`config.mk`:
```
export PLATFORM = sky130hd
export DESIGN_NAME = uart_rx_buf
export DESIGN_NICKNAME = d
export VERILOG_FILES = /design/src/rtl/uart_rx_buf.sv
export SDC_FILE = /design/constraint.sdc
export NUM_CORES = 1
export LEC_CHECK = 0
export ABC_AREA = 1
export CORE_MARGIN = 3
export CORE_UTILIZATION = 60
export DETAILED_ROUTE_END_ITERATION = 8
export PLACE_DENSITY = 0.88
export SYNTH_ARGS = -nofsm -noshare
export SYNTH_HDL_FRONTEND = slang
export SYNTH_SLANG_ARGS = --single-unit
```
`constraint.sdc`:
```
create_clock -name sys_clk_i -period 5.53 [get_ports sys_clk_i]
set_input_delay 1.659 -clock sys_clk_i [delete_from_list [all_inputs] [get_ports sys_clk_i]]
set_output_delay 1.659 -clock sys_clk_i [all_outputs]
set_load 0.05 [all_outputs]
```
`src/rtl/uart_rx_buf.sv`:
```
// uart_rx_buf: 8N1 UART receiver feeding a first-word-fall-through receive buffer.
// Define UART_RX_FIFO_EN for a FIFO_DEPTH-entry FIFO; otherwise a single holding register.
module uart_rx_buf #(
  parameter int CLK_FREQ   = 100000000,
  parameter int BAUD       = 115200,
  parameter int FIFO_DEPTH = 16
) (
  input  logic       sys_clk_i,
  input  logic       sys_rstn_i,
  input  logic       uart_rx,
  input  logic       rd_en,
  input  logic       clr_err,
  output logic [7:0] rd_data,
  output logic       rx_valid,
  output logic       overrun,
  output logic       frame_err
);
  localparam int CPB = CLK_FREQ / BAUD;
  localparam int CW  = $clog2(CPB + 1);
  localparam logic [CW-1:0] BIT_LD  = CW'(CPB - 1);
  localparam logic [CW-1:0] HALF_LD = CW'(CPB / 2 - 1);
  typedef enum logic [1:0] {IDLE, START, DATA, STOP} state_t;
  state_t        state_q, state_d;
  logic [CW-1:0] cnt_q, cnt_d;
  logic [2:0]    bit_q, bit_d;
  logic [7:0]    sh_q, sh_d;
  logic          s1_q, s2_q;
  logic [1:0]    warm_q, warm_d;
  logic          prev_q, prev_d;
  logic          ovr_q, ovr_d, fe_q, fe_d;
  logic          push, fe_set, pop, ovr_set;
  // prev only tracks the line once s2 holds a real sample, so a line held low
  // through reset release never looks like a start edge
  always_comb begin
    state_d = state_q;
    cnt_d   = cnt_q - CW'(cnt_q != '0);
    bit_d   = bit_q;
    sh_d    = sh_q;
    push    = 1'b0;
    fe_set  = 1'b0;
    warm_d  = {warm_q[0], 1'b1};
    prev_d  = warm_q[1] & s2_q;
    case (state_q)
      IDLE: if (prev_q && !s2_q) begin
        state_d = START;
        cnt_d   = HALF_LD;
      end
      START: if (cnt_q == '0) begin
        state_d = s2_q ? IDLE : DATA;
        cnt_d   = BIT_LD;
        bit_d   = 3'd0;
      end
      DATA: if (cnt_q == '0) begin
        sh_d    = {s2_q, sh_q[7:1]};
        bit_d   = bit_q + 3'd1;
        cnt_d   = BIT_LD;
        state_d = (bit_q == 3'd7) ? STOP : DATA;
      end
      STOP: if (cnt_q == '0) begin
        state_d = IDLE;
        push    = s2_q;
        fe_set  = !s2_q;
      end
      default: state_d = IDLE;
    endcase
    ovr_d = ovr_set | (ovr_q & ~clr_err);
    fe_d  = fe_set | (fe_q & ~clr_err);
  end
  always_ff @(posedge sys_clk_i or negedge sys_rstn_i) begin
    if (!sys_rstn_i) begin
      state_q <= IDLE;
      cnt_q   <= '0;
      bit_q   <= '0;
      sh_q    <= '0;
      s1_q    <= 1'b1;
      s2_q    <= 1'b1;
      warm_q  <= '0;
      prev_q  <= 1'b0;
      ovr_q   <= 1'b0;
      fe_q    <= 1'b0;
    end else begin
      state_q <= state_d;
      cnt_q   <= cnt_d;
      bit_q   <= bit_d;
      sh_q    <= sh_d;
      s1_q    <= uart_rx;
      s2_q    <= s1_q;
      warm_q  <= warm_d;
      prev_q  <= prev_d;
      ovr_q   <= ovr_d;
      fe_q    <= fe_d;
    end
  end
  assign overrun   = ovr_q;
  assign frame_err = fe_q;
`ifdef UART_RX_FIFO_EN
  localparam int AW = $clog2(FIFO_DEPTH);
  logic [AW:0] wp_q, wp_d, rp_q, rp_d;
  logic [7:0]  mem_q [FIFO_DEPTH];
  logic [7:0]  mem_d [FIFO_DEPTH];
  logic        full, empty;
  // at full, a simultaneous push reuses the slot being popped this cycle
  always_comb begin
    empty   = wp_q == rp_q;
    full    = (wp_q[AW] != rp_q[AW]) && (wp_q[AW-1:0] == rp_q[AW-1:0]);
    pop     = rd_en & ~empty;
    ovr_set = push & full & ~pop;
    mem_d   = mem_q;
    wp_d    = wp_q;
    rp_d    = rp_q + {{AW{1'b0}}, pop};
    if (push && !ovr_set) begin
      mem_d[wp_q[AW-1:0]] = sh_q;
      wp_d = wp_q + 1'b1;
    end
  end
  always_ff @(posedge sys_clk_i or negedge sys_rstn_i) begin
    if (!sys_rstn_i) begin
      wp_q <= '0;
      rp_q <= '0;
      for (int i = 0; i < FIFO_DEPTH; i++) mem_q[i] <= '0;
    end else begin
      wp_q  <= wp_d;
      rp_q  <= rp_d;
      mem_q <= mem_d;
    end
  end
  assign rx_valid = ~empty;
  assign rd_data  = mem_q[rp_q[AW-1:0]];
`else
  localparam int unused_depth = FIFO_DEPTH;
  logic       full_q, full_d;
  logic [7:0] hold_q, hold_d;
  always_comb begin
    pop     = rd_en & full_q;
    ovr_set = push & full_q & ~pop;
    full_d  = (push & ~ovr_set) | (full_q & ~pop);
    hold_d  = (push && !ovr_set) ? sh_q : hold_q;
  end
  always_ff @(posedge sys_clk_i or negedge sys_rstn_i) begin
    if (!sys_rstn_i) begin
      full_q <= 1'b0;
      hold_q <= '0;
    end else begin
      full_q <= full_d;
      hold_q <= hold_d;
    end
  end
  assign rx_valid = full_q;
  assign rd_data  = hold_q;
`endif
endmodule

```
== Word-level counts from Yosys, hierarchy flattened ==
Index checks and enable logic that the tools add are counted.

* Word-level logic and storage cells: 65
* Output and inout port bits: 11
* Register bits after elaboration: 39
* Input port bits: 5

* Add/subtract/negate cells: 2
* Bitwise gates (word level): 14
* Muxes and demuxes: 17
* Equal/unequal tests: 8
* Reduce and logical (&&, ||, !) cells: 12

{| class="wikitable"
|+ Operators by type and width
! cell !! number
|-
| 10-bit two-way mux || 2
|-
| 10-bit one-hot mux with 2 select lines || 1
|-
| 10-bit zero test || 1
|-
| 2-bit two-way mux || 5
|-
| 10-bit nonzero test || 1
|-
| 10-bit by 1-bit subtractor with 10-bit output || 1
|-
| 1-bit bitwise AND || 8
|-
| 2-bit inequality test, second input constant || 4
|-
| 2-bit one-hot mux with 4 select lines || 1
|-
| 3-bit two-way mux || 2
|-
| 3-bit one-hot mux with 2 select lines || 1
|-
| 1-bit two-way mux || 5
|-
| 2-bit equality test, second input constant || 2
|-
| 4-bit AND reduction || 1
|-
| 3-bit by 1-bit adder with 3-bit output, second input constant || 1
|-
| 3-bit equality test, second input constant || 1
|-
| 1-bit inverter || 3
|-
| 1-bit OR || 3
|-
| 3-bit AND reduction || 1
|-
| 2-bit by 1-bit equality test with 1-bit output, second input constant || 1
|-
| 1-bit logical AND || 2
|-
| 1-bit zero test || 2
|-
| 2-bit zero test || 1
|-
| 2-bit AND reduction || 1
|-
| other kinds (2) || 2
|}

== Logic depth before layout (Yosys ltp) ==
Gate-level depths: netlist (run 1).

* Word-level depth: 8
* Depth in mapped cells: 12

== Worst setup path before layout (run 1) ==
Ideal clock, no wire load.

* Path kind: input to register
* Start: in rd_en
* End: reg ovr_q (netlist: overrun)
* Arrival: 2.173 ns
* Buffers on the path: 1
* Stages on the path: 4
* Setup slack: 3.220 ns
* Library setup time: 0.137 ns
* Path through: inv_1 > nand2_1 > buf_1 > o21ai_0

* Longest elaborated chain between the ends: 4

{| class="wikitable"
|+ Ends and longest elaborated chain
! element !! RTL line !! RTL
|-
| from (decl) || 11 || <nowiki>input logic rd_en,</nowiki>
|-
| 1-bit bitwise AND || 134 || <nowiki>pop = rd_en & full_q;</nowiki>
|-
| 1-bit inverter || 135 || <nowiki>ovr_set = push & full_q & ~pop;</nowiki>
|-
| 1-bit bitwise AND || 135 ||
|-
| 1-bit OR || 66 || <nowiki>ovr_d = ovr_set | (ovr_q & ~clr_err);</nowiki>
|-
| net ovr_d || 30 || <nowiki>logic ovr_q, ovr_d, fe_q, fe_d;</nowiki>
|-
| to (signal assigned) || 90 || <nowiki>ovr_q <= ovr_d;</nowiki>
|-
| to (decl) || 30 ||
|}

The timed path passes the listed nets, and every way through them passes these cells.
A chain may end at the register's enable or synchronous reset.

== Worst setup path in the final report (run 1) ==
* Start: reg hold_q[5] (netlist: rd_data[5])
* End: out rd_data[5]

{| class="wikitable"
|+ RTL lines
! element !! RTL line !! RTL
|-
| from (decl) || 132 || <nowiki>logic [7:0] hold_q, hold_d;</nowiki>
|-
| from (signal assigned) || 145 || <nowiki>hold_q <= hold_d;</nowiki>
|-
| to (decl) || 13 || <nowiki>output logic [7:0] rd_data,</nowiki>
|}

No word-level cell between the ends.

==> results of run 1 <==
Yosys cell counts, drive strengths merged:
cell | number | area [um2]
o21bai | 1 | 7.51
nand2 | 72 | 285
nor3 | 2 | 10.0
a21oi | 6 | 30.0
or2 | 1 | 6.26
o31ai | 1 | 7.51
dfstp | 2 | 52.6
nand3b | 1 | 7.51
inv | 32 | 125
buf | 1 | 3.75
o21ai | 15 | 75.1
ha | 9 | 113
o221ai | 1 | 8.76
xor2 | 2 | 17.5
nand3 | 16 | 80.1
conb | 1 | 3.75
nor2 | 21 | 126
xnor2 | 1 | 8.76
dfrtp | 37 | 926
per-stage QoR:
step,hold slack (ps),utilization (%),instances,worst slack (ps),instance area (um2)
floorplan,331,-,222,3220,1890
global placement,337,72.6,278,2730,2090
detailed placement,342,72.6,278,2720,2090
CTS,355,76.1,286,2330,2190
global route,352,76.1,286,2280,2190
finish,349,76.1,286,2340,2190
power by group:
part	leakage (uW)	internal [uW]	total [uW]	switching (uW)
clock	0.0000525	141	233	92.1
combinational	0.000629	124	356	232
sequential	0.000517	332	370	38.2
total	0.00120	596	959	362
cell type report:
type	instances	area (um2)	share of cell area (%)
Timing Repair Buffer	15	145	6.63
Tap cell	42	52.6	2.40
Clock buffer	6	41.3	1.89
Inverter	32	125	5.71
Sequential cell	39	978	44.7
Multi-Input combinational cell	150	787	35.9
Clock inverter	2	60.1	2.74
sequential cells by signal, summed over array words and instances, names as in the netlist, named ones only:
name       count
bit_q          3
cnt_q         10
warm_q         2
frame_err      1
overrun        1
prev_q         1
s1_q           1
sh_q           8
rx_valid       1
s2_q           1
state_q        1
rd_data        8
kinds of logic after synthesis:
family                     synth area share (%)
other                                     0.198
xor gates and xnor gates                   1.39
AOI/OAI and AO/OA                          6.80
adders and majority gates                  5.94
and+or+nand+nor                            27.2
DFF                                        51.7
buffers and inverters                      6.80
worst paths after layout:
check                      slack [ps]          to       start  cells past startpoint
setup reg to reg                 3580    cnt_q[8]    cnt_q[8]                     10
setup / recovery                 2340  rd_data[5]  rd_data[5]                      1
min in group asynchronous        1390    cnt_q[6]  sys_rstn_i                      1
hold / removal                    350   warm_q[1]   warm_q[0]                      0
hold reg to reg                   350   warm_q[1]   warm_q[0]                      0
max in group asynchronous        3620   warm_q[0]  sys_rstn_i                      1
layer usage:
metal  wire length [um]  vias up
met3                170        9
met4                 58        0
met1               1640      672
met2               1480       41
met5                  0        -
li1                   -      736
==> run_results.csv, run 1 <==
group,metric,value,unit
die,die_h,62.2,um
synthesis,yosys_warnings,0,
critical_path,cp_num_buf_inv,1,
critical_path,critPathMaxFanout,2,
grt,grt_pass1_wl,5970,um
placement,io_buffers,15,
sta,period_needed,3190,ps
critical_path,critPathLaunchType,"flop",
sta,worst_pin_slew,816,ps
power_and_ir_drop,leakage,0.00120,uW
clocking,clockBufferDepth,2,
drt,initialDrtViolationCount,84,
sta,fin_worst_skew,11.2,ps
die,die-area,3870,um2
status,outcome,"finished, final reports clean",
drt,vias_per_cell,5.10,
clocking,postCtsResizedCells,0,
sta,fin_setup_tns,0,ps
grt,busiest_layer,"met2",
critical_path,slowest_delay,810,ps
die,die_w,62.2,um
drt,ant_nets,0,
synthesis,synth_seq_area_share,51.7,%
finish,drive_above_1_share,8.20,%
clocking,cts_tree,"built",
clocking,cts_setup_buffers,0,
critical_path,path_class,"flop to output pin",
job,max_cap_viol_count,0,
finish,layout.nets,257,
grt,grt_pass1_vias,1342,
synthesis,yosysUniqueCellTypes,25,
sta,finalCritPeriodShare,57.7,%
synthesis,netlist_area,1890,um2
grt,grt_start_max_net_pins,40,
sta,final-hold-violation-count,0,
sta,timing.slew.headroom,45.6,%
critical_path,cp.arrival,1530,ps
die,coreArea,2880,um2
synthesis,netlist_instances,222,
sta,finalMaxSlewViolations,0,
grt,antenna_found_initial,0,
clocking,cts_buffers,5,
placement,gp_congestion,0.884,
die,initial_core_util,65.9,%
sta,fmax,313,MHz
clocking,clk_pin_slew,110,ps
clocking,clock-sinks,39,
finish,mostFrequentLayoutCells,"70 x nand2_1, 37 x dfrtp_1, 29 x inv_1, 17 x nor2_1, 16 x nand3_1",
drt,drt-total-wl,3350,um
drt,first_pass_iters,4,
clocking,clock_latency,350,ps
drt,vias,1458,
clocking,h-tree-depth,2,
finish,nFillCells,215,
sta,setup_violations,0,
finish,n_antenna_cell,0,
sta,rsz0062_at_grt,"false",
clocking,cts_hold_buf,0,
critical_path,cp_cell_sequence,"clkdlybuf4s50_1",
grt,grt_usage,19.4,%
drt,wl_per_cell,11.7,um
critical_path,crit_slowest_cell,"clkdlybuf4s50_1",
finish,final_common_cell,"nand2_1",
grt,grt_use_met2,30.0,%
synthesis,synth_seq_cells,39,
placement,hpwlAfterDp,2540,um
synthesis,syn_nets,236,
grt,gr-usage-met1,26.4,%
grt,grt_util_met3,5.41,%
clocking,cts-root-buf,"clkbuf_4",
critical_path,crit_family,"buffers and inverters",
power_and_ir_drop,p_total,959,uW
synthesis,synth_area_per_cell,8.53,um2
die,ios,16,
drt,drc,0,
finish,areaGrowthSynthToFinish,15.6,%
critical_path,worstPathRequired,3870,ps
critical_path,end_kind,"output pin",
power_and_ir_drop,power_density,438,nW/um2
die,rows,19,
grt,overflow,0,
power_and_ir_drop,ir_drop,0.000337,V
min_path,hold_path_class,"flop to flop",
No activity file was read; power rests on OpenSTA's default activity.
==> inputs of run 2 (changes only) <==
CORE_UTILIZATION = 51   (was 60)
PLACE_DENSITY = 0.8   (was 0.88)
clock period = 2.79 ns   (was 5.53 ns; I/O delays follow)
==> run 2 against run 1 <==
  * Sequential power increased by 99%
  * Die area rose by 16%
  * Combinational power increased by 96%
  * Register-to-register slack got worse by 2700 ps
  * Core utilization down 13 points
  * Sequential cell count did not move
  * Cell area is 0.34% lower
  * Wire length increased by 4.3%
  * Power increased by 89%
  * Sequential share of layout area up 0.15 points
  * Non-clock buffer count did not move
  * Worst hold slack better by 6.4 ps
==> run_results.csv, run 2 (same netlist as run 1, synthesis figures left out) <==
group,metric,value,unit
grt,overflow,0,
critical_path,cp_num_buf_inv,1,
grt,grt_start_max_net_pins,40,
job,max_cap_viol_count,0,
sta,fmax,435,MHz
finish,final_common_cell,"nand2_1",
power_and_ir_drop,p_total,1810,uW
clocking,clock_latency,290,ps
min_path,worstHoldPathCells,0,
clocking,clock-sinks,39,
sta,worst_pin_slew,820,ps
drt,drt-total-wl,3490,um
critical_path,worstReg2RegStart,"cnt_q[9]",
finish,regMostFlops,"cnt_q",
finish,layout.nets,257,
critical_path,worstPathRequired,1950,ps
drt,vias_per_cell,4.94,
clocking,h-tree-depth,2,
drt,initialDrtViolationCount,79,
power_and_ir_drop,leakage,0.00119,uW
grt,antenna_found_initial,0,
finish,mostFrequentLayoutCells,"70 x nand2_1, 37 x dfrtp_1, 29 x inv_1, 17 x nor2_1, 16 x nand3_1",
placement,hpwlAfterDp,2530,um
placement,io_buffers,15,
sta,fin_setup_tns,0,ps
critical_path,worstReg2RegEnd,"cnt_q[8]",
min_path,hold_end,"warm_q[1]",
placement,place_inst,282,
min_path,hp-start,"warm_q[0]",
critical_path,end_kind,"output pin",
grt,grt_pass1_vias,1343,
critical_path,slowest_delay,810,ps
critical_path,cp_cell_sequence,"clkdlybuf4s50_1",
critical_path,rrSetupSlack,840,ps
drt,wl_per_cell,12.0,um
finish,n_antenna_cell,0,
critical_path,critPathMaxFanout,2,
min_path,hold_path_class,"flop to flop",
clocking,cts_buffers,5,
critical_path,path_class,"flop to output pin",
power_and_ir_drop,power_density,830,nW/um2
die,die-area,4480,um2
sta,setup_violations,0,
finish,areaGrowthSynthToFinish,15.2,%
power_and_ir_drop,ir_drop,0.000506,V
drt,drc,0,
critical_path,cp.arrival,1460,ps
clocking,postCtsResizedCells,0,
sta,period_needed,2300,ps
sta,timing.slew.headroom,45.4,%
die,die_h,66.9,um
sta,rsz0062_at_grt,"false",
critical_path,rr_worst_depth,10,
clocking,cts-root-buf,"clkbuf_8",
critical_path,crit_family,"buffers and inverters",
sta,fin_worst_skew,8.19,ps
sta,postLayoutSetupSlackWorst,493,ps
finish,largest_reg_flops,10,
finish,drive_above_1_share,8.61,%
sta,finalCritPeriodShare,82.3,%
die,die_w,66.9,um
finish,fin_cells,290,
grt,grt_usage,17.9,%
die,ios,16,
die,rows,21,
clocking,cts_setup_buffers,0,
placement,gp_congestion,0.889,
sta,finalMaxSlewViolations,0,
die,coreArea,3470,um2
critical_path,critPathLaunchType,"flop",
clocking,clk_pin_slew,80,ps
status,outcome,"finished, final reports clean",
clocking,cts_tree,"built",
clocking,clockBufferDepth,2,
critical_path,crit_slowest_cell,"clkdlybuf4s50_1",
grt,grt_pass1_wl,5910,um
drt,ant_nets,0,
drt,vias,1434,
placement,place_ws,774,ps
drt,first_pass_iters,4,
sta,final-hold-violation-count,0,
die,initial_core_util,54.6,%
clocking,cts_hold_buf,0,
-- run 2: area by class of cell --
class	instances	area, um2
Clock buffer	5	68.8
Multi-Input combinational cell	150	787
Tap cell	46	57.6
Clock inverter	3	20.0
Sequential cell	39	978
Inverter	32	125
Timing Repair Buffer	15	145
Fill cell	295	1290
-- run 2: report_power, final --
part	internal [uW]	total [uW]	switching, uW
Clock	174	377	204
Combinational	245	699	454
Sequential	658	735	77.4
-- run 2: how the worst max path moves through the flow --
stage / start / end / cells past startpoint
2_1_floorplan: cnt_q[2] / cnt_q[6] / 12
3_3_place_gp: rx_valid / rx_valid / 1
3_5_place_dp: rd_en / rd_data[1] / 6
4_1_cts: rd_data[1] / rd_data[1] / 1
5_1_grt: rd_data[2] / rd_data[2] / 1
6_report: rd_data[5] / rd_data[5] / 1
-- run 2: metal layers --
| layer | global-route usage, % | part of all wire (%) | wire length, um |
|---|---|---|---|
| met1 | 23.7 | 50 | 1750 |
| met5 | 0 | 0 | 0 |
| met3 | 6.58 | 4.6 | 159 |
| met2 | 27.2 | 45 | 1570 |
| met4 | 5.32 | 0.54 | 19 |
-- run 2: metrics by stage --
| step | area (um2) | util, % | hold slack [ps] |
|---|---|---|---|
| finish | 2180 | 62.9 | 355 |
| global route | 2180 | 62.9 | 360 |
| CTS | 2180 | 62.9 | 359 |
| detailed placement | 2090 | 60.4 | 342 |
| global placement | 2090 | 60.4 | 334 |
| floorplan | 1890 | - | 331 |
==> patch 1 (config.mk and constraints of run 2) <==
Re-encode `state_t` (4 states) as one-hot, 4 bits wide.
--- a/src/rtl/uart_rx_buf.sv
+++ b/src/rtl/uart_rx_buf.sv
@@ -19,7 +19,7 @@
   localparam int CW  = $clog2(CPB + 1);
   localparam logic [CW-1:0] BIT_LD  = CW'(CPB - 1);
   localparam logic [CW-1:0] HALF_LD = CW'(CPB / 2 - 1);
-  typedef enum logic [1:0] {IDLE, START, DATA, STOP} state_t;
+  typedef enum logic [3:0] {IDLE = 4'b0001, START = 4'b0010, DATA = 4'b0100, STOP = 4'b1000} state_t;
   state_t        state_q, state_d;
   logic [CW-1:0] cnt_q, cnt_d;
   logic [2:0]    bit_q, bit_d;
Formal check against the unedited RTL: same outputs for any inputs over 10 cycles, from zero or initial values and one cycle with sys_rstn_i low; not proved beyond that.
==> patch 1 against run 2 <==
  * Synthesized cell count decreased by 3.6%
  * Global-route usage increased by 0.25 points
  * Sequential cell count grew 2
  * Via count shrank 3.5%
  * Count of clock-buffer cells in the layout rose by 1
  * Wire length decreased by 2.3%
  * Power down 12%
  * Area after synthesis up 0.59%
  * Cell area rose by 1.2%
  * Sequential share of layout area increased by 1.8 points
  * Worst setup slack got worse by 0.018 ns
  * Clock power grew 24%
  * Critical endpoint is now rd_data[7]
==> patch 1: results <==
set metrics [dict create \
    cp-startpoint "rd_data[7]$_DFFE_PN0P_" \
    grt_pass1_vias 1359 \
    worstReg2RegStart "cnt_q[5]$_DFF_PN0_" \
    grt_max_degree 26 \
    ys_async_sr_fraction_pct 100 \
    met2_usage_pct 29.2 \
    gp_congestion 0.825 \
    reg2reg_depth 12 \
    status "finished clean" \
    fill_cells 292 \
    grt_pass1_wl_um 6070 \
    drive_gt1_share_pct 14.8 \
    viasPerCell 4.91 \
    hpwl_um 2470 \
    ys_seq_area_share_pct 54.0 \
    crit_family "buffers and inverters" \
    yosys-top-cells-count "nand2_1 (76), dfrtp_1 (38), inv_1 (18)" \
    drtIter0Drc 84 \
    n_antenna_cell 0 \
    met1_usage_pct 23.2 \
    pre_cts_slack_ns 0.795 \
    p_sw_share_pct 31.0 \
    fmaxAchievable_ghz 0.432 \
    synth_area_leaders "dfrtp_1 (50%), nand2_1 (15%), dfstp_2 (4.1%)" \
    met3_usage_pct 5.06 \
    grt_util_all_layers_pct 18.1 \
    min_to "warm_q[1]$_DFF_PN0_" \
    p_leak_nw 1.17 \
    cts_buffers 5 \
    slew-limit-headroom_pct 65.8 \
    nets 245 \
    cts_setup_buffers 0 \
    vdd_drop_max_uv 342 \
    finalHoldWorstSlack_ns 0.356 \
    fin_worst_skew_ns 0.00797 \
    r2r-end "cnt_q[6]$_DFF_PN0_" \
    clock-root-buffer "clkbuf_8" \
    synthesis.nets 224 \
    grt_antenna_before_repair 0 \
    regMostFlops "cnt_q" \
    yosysUniqueCellTypes 28 \
    hp-class "flip-flop to flip-flop" \
    crit_end "rd_data[7]" \
    drt-total-wl_um 3420 \
    clkLatencyLatePin_ns 0.29 \
    placement.io_buffers 15 \
    r2r_slack_ns 0.86 \
]
patch 1: power groups by stage:
stage	Combinational [W]	Sequential (W)	Clock, W
after detailed placement	0.000355	0.000786	0
after global routing	0.000413	0.000787	0.000502
after CTS	0.000358	0.000774	0.000476
after global placement	0.000347	0.000782	0
final	0.000355	0.000774	0.000467
after floorplan	0.000291	0.000769	0
patch 1: logic make-up after synthesis:
logic type	after synthesis	synth area share, %
other cells	1	0.197
buf+inv	24	5.12
fa+ha+maj	5	3.28
flops	41	54.0
simple gates	128	32.4
compound gates	11	3.09
xor+xnor	4	1.84
patch 1: through the flow:
step                util (%)  cells  instance area (sq um)  total power [W]
floorplan                  -    214                   1910          0.00106
global placement        60.6    274                   2100          0.00113
detailed placement      60.6    274                   2100          0.00114
CTS                     63.7    282                   2210          0.00161
global route            63.7    282                   2210          0.00170
finish                  63.7    282                   2210          0.00160
patch 1: layout make-up:
class	count	area share (%)
clock inverter	2	1.59
timing repair buffer	16	6.91
sequential	41	46.6
tap	46	2.61
multi-input combinational	149	35.2
inverter	22	3.74
clock buffer	6	3.29
patch 1: metal layers:
layer / routed length, um / part of all wire [%]
met5: 0 / 0
met4: 44 / 1.3
met3: 93 / 2.7
met2: 1680 / 49
met1: 1600 / 47
==> patch 2 (settings of run 2) <==
Made on the original files. Change the parameter `CLK_FREQ` from 100000000 to 25000000.
--- a/src/rtl/uart_rx_buf.sv
+++ b/src/rtl/uart_rx_buf.sv
@@ -1,7 +1,7 @@
 // uart_rx_buf: 8N1 UART receiver feeding a first-word-fall-through receive buffer.
 // Define UART_RX_FIFO_EN for a FIFO_DEPTH-entry FIFO; otherwise a single holding register.
 module uart_rx_buf #(
-  parameter int CLK_FREQ   = 100000000,
+  parameter int CLK_FREQ   = 25000000,
   parameter int BAUD       = 115200,
   parameter int FIFO_DEPTH = 16
 ) (
Formal check against the unedited RTL: no difference found for any inputs over 10 cycles, from zero or initial values and one cycle with sys_rstn_i low; that may be too few to reach the edited logic, so the function may still have changed.
==> patch 2 against run 2 <==
  * Sequential cell count down 2
  * Power shrank 3.1%
  * Area after synthesis decreased by 5.0%
  * Sequential share of layout area grew 0.24 points
  * Count of clock-buffer cells in the layout unchanged
  * Maximum frequency down 3.4%
  * Die area is 4.5% lower
  * Wire length is 14% lower
  * Worst setup slack got worse by 0.080 ns
  * Cell area decreased by 5.6%
  * Largest cell class unchanged
  * Largest power group unchanged
  * Highest routed layer unchanged
==> patch 2: results <==
set metrics [dict create \
    reg2reg_depth 10 \
    yosys-top-cells-count "nand2_1 (45), dfrtp_1 (35), inv_1 (30)" \
    ys_seq_area_share_pct 51.6 \
    dieWidth_um 65.4 \
    hp-start "warm_q[0]$_DFF_PN0_" \
    p_leak_nw 1.02 \
    worstReg2RegStart "cnt_q[3]$_DFF_PN0_" \
    drt_pass1_iterations 4 \
    viasPerCell 4.89 \
    min_to "warm_q[1]$_DFF_PN0_" \
    hpwl_um 2210 \
    wl_per_cell_um 11.5 \
    status "finished clean" \
    synth_area_leaders "dfrtp_1 (49%), nand2_1 (9.4%), o21ai_2 (8.3%)" \
    synth_xor_area_share_pct 1.46 \
    drive_gt1_share_pct 16.7 \
    crit_family "buffers and inverters" \
    vdd_drop_max_uv 483 \
    grt_max_degree 38 \
    path_max_fanout 2 \
    clock-root-buffer "clkbuf_4" \
    hp-class "flip-flop to flip-flop" \
    syn_inst 194 \
    n_antenna_cell 0 \
    synthesis.nets 207 \
    grt_util_all_layers_pct 16.4 \
    fin_cells 259 \
    fill_cells 279 \
    clkLatencyLatePin_ns 0.34 \
    grt_antenna_before_repair 0 \
    worstMarginPinSlew_ns 0.796 \
    worstPathArrival_ns 1.54 \
    synth_compound_area_share_pct 12.2 \
    grt_pass1_vias 1225 \
    clk_pin_slew_worst_paths_ns 0.11 \
    p_sw_w 0.000689 \
    r2r-end "cnt_q[4]$_DFF_PN0_" \
    grt_pass1_wl_um 5290 \
    yosysWarnings 0 \
    placement.io_buffers 15 \
    ys_async_sr_fraction_pct 100 \
    dp.cells 251 \
    holdPathStages 0 \
    drtIter0Drc 43 \
    cts_buffer_depth 2 \
    slew_viol_final 0 \
    slowest_delay_ns 0.81 \
    yosysUniqueCellTypes 24 \
    gp_congestion 0.794 \
    synth_fa_ha_area_share_pct 5.56 \
    detail-route-antenna-nets 0 \
    pre_cts_slack_ns 0.775 \
    r2r_slack_ns 0.85 \
    nets 227 \
    fin_worst_skew_ns 0.0128 \
]
patch 2: changes by cell type in the layout (fill, tap and decap cells not counted), moves of 3 or more:
cell,run 2,this run
o21ai_2,0,17
a21oi_1,6,3
o21ai_0,10,7
o21ai_1,5,0
nand2_2,0,4
nand3_1,16,11
nand2_1,70,45
clkbuf_4,0,5
nand4_1,0,3
clkbuf_8,5,0
patch 2: cell families (layout without fill, tap and decap cells):
logic type,count (synthesis),count (layout)
buffers and inverters,32,53
other,1,1
adder cells (fa/ha/maj),8,8
AO/OA/AOI/OAI,30,30
AND/OR/NAND/NOR,83,83
flip-flops,37,37
XOR/XNOR,3,3
patch 2: per-layer routing:
metal / vias to the layer above / part of all wire, % / global-route usage, %
met5: - / 0 / 0
met4: 0 / 1.8 / 6.99
met3: 5 / 4.0 / 5.81
met2: 21 / 47 / 25.4
met1: 586 / 47 / 20.6
li1: 655 / - / -
patch 2: layout make-up:
| cell class | instances | area, sq um | area share (%) |
|---|---|---|---|
| sequential | 37 | 928 | 45.1 |
| multi-input combinational | 125 | 737 | 35.8 |
| timing repair buffer | 15 | 145 | 7.05 |
| inverter | 30 | 113 | 5.47 |
| tap | 44 | 55.1 | 2.67 |
| clock inverter | 3 | 43.8 | 2.13 |
| clock buffer | 5 | 37.5 | 1.82 |
patch 2: power groups by stage:
stage	Combinational, W	Sequential (W)	Clock, W
2_1_floorplan	0.000555	0.000694	0
3_3_place_gp	0.000668	0.000707	0
3_5_place_dp	0.000687	0.000707	0
4_1_cts	0.000686	0.000699	0.000385
5_1_grt	0.000793	0.000713	0.000405
6_report	0.000683	0.000701	0.000372
patch 2: worst max path at each step:
stage,startpoint,endpoint,slack [ns],cells past startpoint
4_1_cts,rd_data[7]$_DFFE_PN0P_,rd_data[7],0.39,1
5_1_grt,rd_data[1]$_DFFE_PN0P_,rd_data[1],0.35,1
3_3_place_gp,rd_en,rd_data[0]$_DFFE_PN0P_,0.80,6
6_report,rd_data[7]$_DFFE_PN0P_,rd_data[7],0.41,1
2_1_floorplan,cnt_q[2]$_DFF_PN0_,cnt_q[4]$_DFF_PN0_,1.05,10
3_5_place_dp,rd_en,rd_data[3]$_DFFE_PN0P_,0.78,6
patch 2: through the flow:
stage	cell area [sq um]	utilization (%)	power, W	hold slack, ns
floorplan	1800	-	0.00125	0.331
global placement	1980	61.8	0.00137	0.335
detailed placement	1980	61.8	0.00139	0.344
CTS	2060	64.3	0.00177	0.372
global route	2060	64.3	0.00191	0.373
finish	2060	64.3	0.00176	0.367
